===== config.mk =====
export PLATFORM = sky130hd
export DESIGN_NAME = exec_stage_multicycle
export DESIGN_NICKNAME = d
export VERILOG_FILES = /design/src/rtl/ex_pkg.sv /design/src/rtl/mul_div_unit.sv /design/src/rtl/exec_stage_multicycle.sv
export SDC_FILE = /design/constraint.sdc
export NUM_CORES = 2
export LEC_CHECK = 0
export CAP_MARGIN = 0
export CORE_MARGIN = 10
export CORE_UTILIZATION = 57
export DETAILED_ROUTE_END_ITERATION = 10
export MAX_ROUTING_LAYER = met4
export PLACE_DENSITY = 0.76
export SLEW_MARGIN = 30
export SYNTH_ARGS = -nofsm -noshare
export SYNTH_HDL_FRONTEND = slang
export SYNTH_SLANG_ARGS = --single-unit
export TNS_END_PERCENT = 10

===== constraint.sdc =====
create_clock -name Clock -period 9.2 [get_ports Clock]
set_clock_uncertainty 0.2 [all_clocks]
set_input_delay 1.84 -clock Clock [delete_from_list [all_inputs] [get_ports Clock]]
set_output_delay 1.84 -clock Clock [all_outputs]
set_load 0.02 [all_outputs]

===== src/rtl/ex_pkg.sv =====
// rtl/ex_pkg.sv - shared op encodings, mul/div FSM states and default width for the execute stage
package ex_pkg;

    localparam int DEFAULT_DATA_W = 32;

    typedef enum logic [4:0] {
        OP_ADD   = 5'd0,
        OP_SUB   = 5'd1,
        OP_AND   = 5'd2,
        OP_OR    = 5'd3,
        OP_XOR   = 5'd4,
        OP_NOR   = 5'd5,
        OP_SLT   = 5'd6,
        OP_SLTU  = 5'd7,
        OP_SLL   = 5'd8,
        OP_SRL   = 5'd9,
        OP_SRA   = 5'd10,
        OP_MFHI  = 5'd11,
        OP_MFLO  = 5'd12,
        OP_LUI   = 5'd13,
        OP_MULT  = 5'd14,
        OP_MULTU = 5'd15,
        OP_DIV   = 5'd16,
        OP_DIVU  = 5'd17,
        OP_MTHI  = 5'd18,
        OP_MTLO  = 5'd19
    } op_e;

    typedef enum logic {
        MD_IDLE = 1'b0,
        MD_BUSY = 1'b1
    } md_state_e;

    // Ops that read or write Hi/Lo and therefore must wait for the iterative unit.
    function automatic logic is_hilo_op(input op_e op);
        return op inside {OP_MULT, OP_MULTU, OP_DIV, OP_DIVU,
                          OP_MFHI, OP_MFLO, OP_MTHI, OP_MTLO};
    endfunction

    function automatic logic writes_gpr(input op_e op);
        return !(op inside {OP_MULT, OP_MULTU, OP_DIV, OP_DIVU, OP_MTHI, OP_MTLO});
    endfunction

endpackage


===== src/rtl/mul_div_unit.sv =====
// rtl/mul_div_unit.sv - iterative shift-add multiplier and restoring divider, one bit per cycle
module mul_div_unit
    import ex_pkg::*;
#(
    parameter int DATA_W = DEFAULT_DATA_W
) (
    input  logic              clk,
    input  logic              rst,
    input  logic              start,
    input  op_e               op,
    input  logic [DATA_W-1:0] a,
    input  logic [DATA_W-1:0] b,
    output logic              done,
    output logic [DATA_W-1:0] hi,
    output logic [DATA_W-1:0] lo
);

    localparam int CNT_W = $clog2(DATA_W);

    logic                active;
    logic [CNT_W-1:0]    count;
    logic                is_div;
    logic                neg_q;
    logic                neg_r;
    logic                div_zero;
    logic [DATA_W-1:0]   acc_hi;
    logic [DATA_W-1:0]   acc_lo;
    logic [DATA_W-1:0]   mag_b;
    logic [DATA_W-1:0]   dividend;

    logic                signed_op;
    logic                a_neg;
    logic                b_neg;
    logic [DATA_W-1:0]   mag_a_in;
    logic [DATA_W-1:0]   mag_b_in;
    logic [DATA_W:0]     mul_sum;
    logic [DATA_W:0]     div_shift;
    logic [DATA_W:0]     div_diff;
    logic                div_ok;
    logic [DATA_W-1:0]   hi_next;
    logic [DATA_W-1:0]   lo_next;
    logic [2*DATA_W-1:0] prod;
    logic [DATA_W-1:0]   quo;
    logic [DATA_W-1:0]   rem;

    // Signed ops run on magnitudes; the sign is restored on the final step.
    always_comb begin
        signed_op = (op == OP_MULT) || (op == OP_DIV);
        a_neg     = signed_op & a[DATA_W-1];
        b_neg     = signed_op & b[DATA_W-1];
        mag_a_in  = a_neg ? -a : a;
        mag_b_in  = b_neg ? -b : b;
    end

    // acc_lo holds the multiplier (mul) or the dividend being shifted out (div).
    always_comb begin
        mul_sum   = {1'b0, acc_hi} + (acc_lo[0] ? {1'b0, mag_b} : '0);
        div_shift = {acc_hi, acc_lo[DATA_W-1]};
        div_diff  = div_shift - {1'b0, mag_b};
        div_ok    = ~div_diff[DATA_W];
        if (is_div) begin
            hi_next = div_ok ? div_diff[DATA_W-1:0] : div_shift[DATA_W-1:0];
            lo_next = {acc_lo[DATA_W-2:0], div_ok};
        end else begin
            hi_next = mul_sum[DATA_W:1];
            lo_next = {mul_sum[0], acc_lo[DATA_W-1:1]};
        end
    end

    always_comb begin
        prod = {hi_next, lo_next};
        if (neg_q) begin
            prod = -prod;
        end
        quo = neg_q ? -lo_next : lo_next;
        rem = neg_r ? -hi_next : hi_next;
        if (!is_div) begin
            hi = prod[2*DATA_W-1:DATA_W];
            lo = prod[DATA_W-1:0];
        end else if (div_zero) begin
            hi = dividend;
            lo = '1;
        end else begin
            hi = rem;
            lo = quo;
        end
    end

    assign done = active && (count == CNT_W'(DATA_W - 1));

    always_ff @(posedge clk or posedge rst) begin
        if (rst) begin
            active   <= 1'b0;
            count    <= '0;
            is_div   <= 1'b0;
            neg_q    <= 1'b0;
            neg_r    <= 1'b0;
            div_zero <= 1'b0;
            acc_hi   <= '0;
            acc_lo   <= '0;
            mag_b    <= '0;
            dividend <= '0;
        end else if (start) begin
            active   <= 1'b1;
            count    <= '0;
            is_div   <= (op == OP_DIV) || (op == OP_DIVU);
            neg_q    <= a_neg ^ b_neg;
            neg_r    <= a_neg;
            div_zero <= (b == '0);
            acc_hi   <= '0;
            acc_lo   <= mag_a_in;
            mag_b    <= mag_b_in;
            dividend <= a;
        end else if (active) begin
            acc_hi <= hi_next;
            acc_lo <= lo_next;
            count  <= count + CNT_W'(1);
            if (done) begin
                active <= 1'b0;
            end
        end
    end

endmodule


===== src/rtl/exec_stage_multicycle.sv =====
// rtl/exec_stage_multicycle.sv - execute stage: forwarding muxes, ALU, Hi/Lo and iterative mul/div
// Define EX_DIV_EN to enable DIV/DIVU; otherwise they retire as single-cycle no-ops.
module exec_stage_multicycle
    import ex_pkg::*;
#(
    parameter int DATA_W = DEFAULT_DATA_W,
    parameter int NUM_FW = 4
) (
    input  logic                       Clock,
    input  logic                       Reset,
    input  logic                       InValid,
    input  logic                       Flush,
    input  op_e                        Op,
    input  logic                       ALUSrc,
    input  logic                       RegWrite_In,
    input  logic [1:0]                 RegDestSel,
    input  logic [31:0]                Instruction,
    input  logic [NUM_FW*DATA_W-1:0]   FWData,
    input  logic [$clog2(NUM_FW)-1:0]  FWSelA,
    input  logic [$clog2(NUM_FW)-1:0]  FWSelB,
    input  logic [DATA_W-1:0]          SE_In,
    output logic [DATA_W-1:0]          ALUResult,
    output logic [DATA_W-1:0]          FWMuxB_Out,
    output logic [4:0]                 RegDest,
    output logic                       RegWrite_Out,
    output logic                       OutValid,
    output logic                       Stall,
    output logic                       MDBusy
);

    logic [DATA_W-1:0] fw [NUM_FW];
    md_state_e         state;
    logic [DATA_W-1:0] hi_q;
    logic [DATA_W-1:0] lo_q;
    logic [DATA_W-1:0] op_a;
    logic [DATA_W-1:0] op_b;
    logic [DATA_W-1:0] md_hi;
    logic [DATA_W-1:0] md_lo;
    logic [4:0]        shamt;
    logic              md_op;
    logic              md_start;
    logic              md_done;
    logic              unused_instr;

    for (genvar i = 0; i < NUM_FW; i++) begin : g_fw
        assign fw[i] = FWData[i*DATA_W +: DATA_W];
    end

    assign op_a       = fw[FWSelA];
    assign FWMuxB_Out = fw[FWSelB];
    assign op_b       = ALUSrc ? SE_In : FWMuxB_Out;
    assign shamt      = Instruction[10:6] & 5'(DATA_W - 1);

    assign unused_instr = &{1'b0, Instruction[31:21], Instruction[5:0]};

    always_comb begin
        ALUResult = '0;
        case (Op)
            OP_ADD:  ALUResult = op_a + op_b;
            OP_SUB:  ALUResult = op_a - op_b;
            OP_AND:  ALUResult = op_a & op_b;
            OP_OR:   ALUResult = op_a | op_b;
            OP_XOR:  ALUResult = op_a ^ op_b;
            OP_NOR:  ALUResult = ~(op_a | op_b);
            OP_SLT:  ALUResult = DATA_W'($signed(op_a) < $signed(op_b));
            OP_SLTU: ALUResult = DATA_W'(op_a < op_b);
            OP_SLL:  ALUResult = op_b << shamt;
            OP_SRL:  ALUResult = op_b >> shamt;
            OP_SRA:  ALUResult = $unsigned($signed(op_b) >>> shamt);
            OP_MFHI: ALUResult = hi_q;
            OP_MFLO: ALUResult = lo_q;
            OP_LUI:  ALUResult = op_b << 16;
            default: ALUResult = '0;
        endcase
    end

    always_comb begin
        RegDest = 5'd0;
        case (RegDestSel)
            2'd0:    RegDest = Instruction[15:11];
            2'd1:    RegDest = Instruction[20:16];
            2'd2:    RegDest = 5'd31;
            default: RegDest = 5'd0;
        endcase
    end

`ifdef EX_DIV_EN
    assign md_op = Op inside {OP_MULT, OP_MULTU, OP_DIV, OP_DIVU};
`else
    assign md_op = Op inside {OP_MULT, OP_MULTU};
`endif

    assign MDBusy       = (state == MD_BUSY);
    assign Stall        = InValid & MDBusy & is_hilo_op(Op);
    assign OutValid     = InValid & ~Stall & ~Flush;
    assign RegWrite_Out = RegWrite_In & OutValid & writes_gpr(Op);
    assign md_start     = OutValid & (state == MD_IDLE) & md_op;

    mul_div_unit #(
        .DATA_W (DATA_W)
    ) u_mul_div (
        .clk   (Clock),
        .rst   (Reset),
        .start (md_start),
        .op    (Op),
        .a     (op_a),
        .b     (op_b),
        .done  (md_done),
        .hi    (md_hi),
        .lo    (md_lo)
    );

    // Hi/Lo moves are only accepted while idle; in BUSY they stall instead.
    always_ff @(posedge Clock or posedge Reset) begin
        if (Reset) begin
            state <= MD_IDLE;
            hi_q  <= '0;
            lo_q  <= '0;
        end else begin
            case (state)
                MD_IDLE: begin
                    if (md_start) begin
                        state <= MD_BUSY;
                    end else if (OutValid && Op == OP_MTHI) begin
                        hi_q <= op_a;
                    end else if (OutValid && Op == OP_MTLO) begin
                        lo_q <= op_a;
                    end
                end
                MD_BUSY: begin
                    if (md_done) begin
                        hi_q  <= md_hi;
                        lo_q  <= md_lo;
                        state <= MD_IDLE;
                    end
                end
                default: state <= MD_IDLE;
            endcase
        end
    end

endmodule


==> results.sh <==
export IMPL_status="finished with violations"
export IMPL_violations="design-rule violations"
export IMPL_clock_sinks=203
export IMPL_hold_class="reg2reg"
export IMPL_avgSynthCellArea_um2=7.52
export IMPL_synth_area_um2=27200
export IMPL_finalSetupViolations=0
export IMPL_slew_violations=0
export IMPL_rr_worst_depth=26
export IMPL_fin_ws_ps=14.0
export IMPL_gr_usage_all_layers_pct=45.9
export IMPL_cts_buffers=23
export IMPL_mostFrequentLayoutCell="nand2_1"
export IMPL_crit_cells=25
export IMPL_grt_pass1_wl_mm=194
export IMPL_place_ws_ps=-284
export IMPL_dr_pass1_iters=11
export IMPL_ir_drop_uv=292
export IMPL_io_buffer_count=264
export IMPL_cp_slowest_cell="clkdlybuf4s50_1"
export IMPL_p_total_mw=9.50
export IMPL_crit_type="in2out"
export IMPL_whs_path_depth=2
export IMPL_fin_crit_sh_pct=99.8
export IMPL_antenna_found_initial=11
export IMPL_synthArstFlopShare_pct=100
export IMPL_rsz0062_at_grt="true"
export IMPL_cpPeakStageDelay_ps=590
export IMPL_yosys_warnings=0
export IMPL_cts_tree="built"
export IMPL_crit_family="compound AO/OA/AOI/OAI gates"
export IMPL_cts_max_level=1
export IMPL_cellLeakagePower_nw=13.7
export IMPL_io_pins=282
export IMPL_vias=32700
export IMPL_synth_edff_count=0
export IMPL_postRouteWirelength_mm=132
export IMPL_cts_root_buffer="clkbuf_16"
export IMPL_die_area_um2=56900
export IMPL_clk_pin_slew_worst_paths_ps=60
export IMPL_area_growth_syn_to_layout_pct=20.0
export IMPL_hpwl_mm=103
export IMPL_worst_setup_path_start_kind="input pin"
export IMPL_fmax_ghz=0.109
export IMPL_clkLatencyLatePin_ps=550
export IMPL_drtIter0Drc=5889
export IMPL_num_rows=80
export IMPL_n_fill_cell=3977
export IMPL_crit_fanout=3
export IMPL_core_area_um2=47400
export IMPL_final_core_util_pct=68.9
export IMPL_wl_per_cell_um=28.9
export IMPL_seq_area_frac_synth_pct=18.7
export IMPL_ctsLongestPathBuffers=3
export IMPL_worst_pin_slew_ps=1070
export IMPL_max_cap_violations=0
export IMPL_grt_pass1_vias=31300
export IMPL_synth_cell_type_count=107
export IMPL_synth_cells=3619
export IMPL_nets=4322
export IMPL_ant_nets=0
export IMPL_grt_max_degree=132
export IMPL_r2r_end="hi_q[12]"
export IMPL_gp_congestion=1.16
export IMPL_min_delay_start="lo_q[14]"
export IMPL_mostFrequentLayoutCells="nand2_1, o21ai_0, nor2_1"
export IMPL_finalHoldViolations=0
export IMPL_die_width_um=239
export IMPL_start_util_pct=57.4
export IMPL_synthesis_nets=3998
export IMPL_r2r_setup_slack_ps=1490
export IMPL_power_density_nw_per_um2=291
export IMPL_reg2reg_from="u_mul_div.acc_lo[31]"
export IMPL_slew_headroom_pct=28.7
export IMPL_crit_required_ps=7160
export IMPL_grt_overflow_total=0
export IMPL_drive_above_1_share_pct=13.1
export IMPL_cp_arrival_ps=7150
export IMPL_period_needed_ps=9190
export IMPL_fin_tns_setup_ps=0
export IMPL_postCtsSetupRepairBufs=0
export IMPL_synth_main_ff_cell="dfrtp_1"
export IMPL_drc_errors=1
export IMPL_path_buf_inv=7
export IMPL_via_per_inst=7.13
export IMPL_die_h_um=239
export IMPL_worstHoldEndpoint="lo_q[14]"
export IMPL_ys_ff_latch=203
export IMPL_crit_path_end_kind="output pin"
-- metal layers --
metal / vias to the layer above / routed length, µm / track usage (%)
met4: 0 / 11400 / 30.5
met1: 15200 / 45400 / 53.1
met2: 2832 / 55500 / 66.7
li1: 13900 / - / -
met5: - / 0 / -
met3: 771 / 20000 / 15.9
-- worst min-delay path, stage by stage, from the launching register on --
cell and delay [ps]:
dfrtp_1 340, nand2_1 40, o21ai_0 60
-- state kept, by name, summed over array words and instances (netlist names) --
register and count:
u_mul_div.is_div 1, u_mul_div.acc_hi 32, u_mul_div.dividend 32, u_mul_div.active 1
MDBusy 1, lo_q 32, u_mul_div.count 5, u_mul_div.mag_b 32
u_mul_div.acc_lo 32, u_mul_div.div_zero 1, u_mul_div.neg_q 1, hi_q 32
u_mul_div.neg_r 1
-- worst max path at each step --
stage                     to  slack (ps)  startpoint
2_1_floorplan  ALUResult[30]          60   FWSelB[0]
3_3_place_gp   ALUResult[30]        -240   FWSelA[1]
3_5_place_dp   ALUResult[30]        -280   FWSelA[1]
4_1_cts        ALUResult[31]         -60   FWSelB[1]
5_1_grt        ALUResult[24]        -170   FWData[0]
6_report       ALUResult[24]          10  FWData[32]
-- through the flow --
step / cell area (µm²) / instances / hold slack, ps
2_1_floorplan: 27200 / 3619 / 239
3_3_place_gp: 31800 / 4532 / 255
3_5_place_dp: 31800 / 4533 / 265
4_1_cts: 32600 / 4573 / 281
5_1_grt: 32700 / 4583 / 308
6_report: 32700 / 4587 / 283
-- synth_stat cells (8+ instances only) --
master,count,area [µm²]
o21ai_0,423,2120
nand2_1,419,1570
nor2_1,356,1340
a21oi_1,269,1350
dfrtp_1,203,5080
clkbuf_1,190,713
xnor2_1,170,1490
ha_1,166,2080
inv_1,150,563
mux2i_1,121,1210
mux4_2,87,1960
nor3_1,80,400
nand3_1,66,330
o22ai_1,63,394
xor2_1,59,517
a21o_1,58,435
o211ai_1,52,390
a22oi_1,45,338
and2_1,44,275
a211oi_1,40,300
buf_1,36,135
a31oi_1,35,219
nand2b_1,29,181
nand4_1,29,181
a221oi_1,26,228
o21a_1,21,158
o31ai_1,20,150
or3_1,20,125
nor4_1,19,119
mux2_2,18,203
o21ai_1,17,85.1
nor2b_1,16,100
o21bai_1,16,120
and3_1,15,93.8
buf_2,15,75.1
a2111oi_0,13,114
o221ai_1,13,114
a22o_1,12,105
a221o_1,10,100
or2_2,10,62.6
a311o_1,9,90.1
o2111ai_1,9,78.8
o41ai_1,8,70.1
-- what timing repair did --
action / 4_1_cts / 5_1_grt
endpoints found under the setup margin: 7 / 11
hold buffers: 0 / 0
pin swaps: 0 / 1
gates resized for setup: 7 / 18
-- cell type report --
cell class                      count  area [µm²]  area share, %
Antenna cell                       14        35.0          0.107
Clock buffer                       29         628           1.92
Clock inverter                     11         139          0.425
Inverter                          155         594           1.82
Multi-Input combinational cell   3011       20700           63.2
Sequential cell                   203        5090           15.6
Tap cell                          615         769           2.35
Timing Repair Buffer              549        4770           14.6
-- power breakdown --
| group | internal, mW | total (mW) | leakage, nW | switching [mW] |
|---|---|---|---|---|
| Clock | 0.567 | 0.983 | 0.375 | 0.416 |
| Sequential | 1.26 | 1.76 | 2.41 | 0.504 |
| Combinational | 2.49 | 6.75 | 10.9 | 4.26 |
| Total | 4.32 | 9.50 | 13.7 | 5.18 |
-- kinds of logic (layout without fill, tap and decap cells) --
kind of cell | after synthesis | in the layout | share of synthesized area, %
AO/OA/AOI/OAI | 1238 | 1238 | 28.6
AND/OR/NAND/NOR | 1147 | 1147 | 19.2
buffers and inverters | 405 | 744 | 5.85
XOR/XNOR | 229 | 229 | 7.37
multiplexers | 227 | 227 | 12.4
flip-flops | 203 | 203 | 18.7
adder cells (fa/ha/maj) | 170 | 170 | 7.92
other | 0 | 14 | 0
Note: power is estimated with default switching activity, not from simulation.
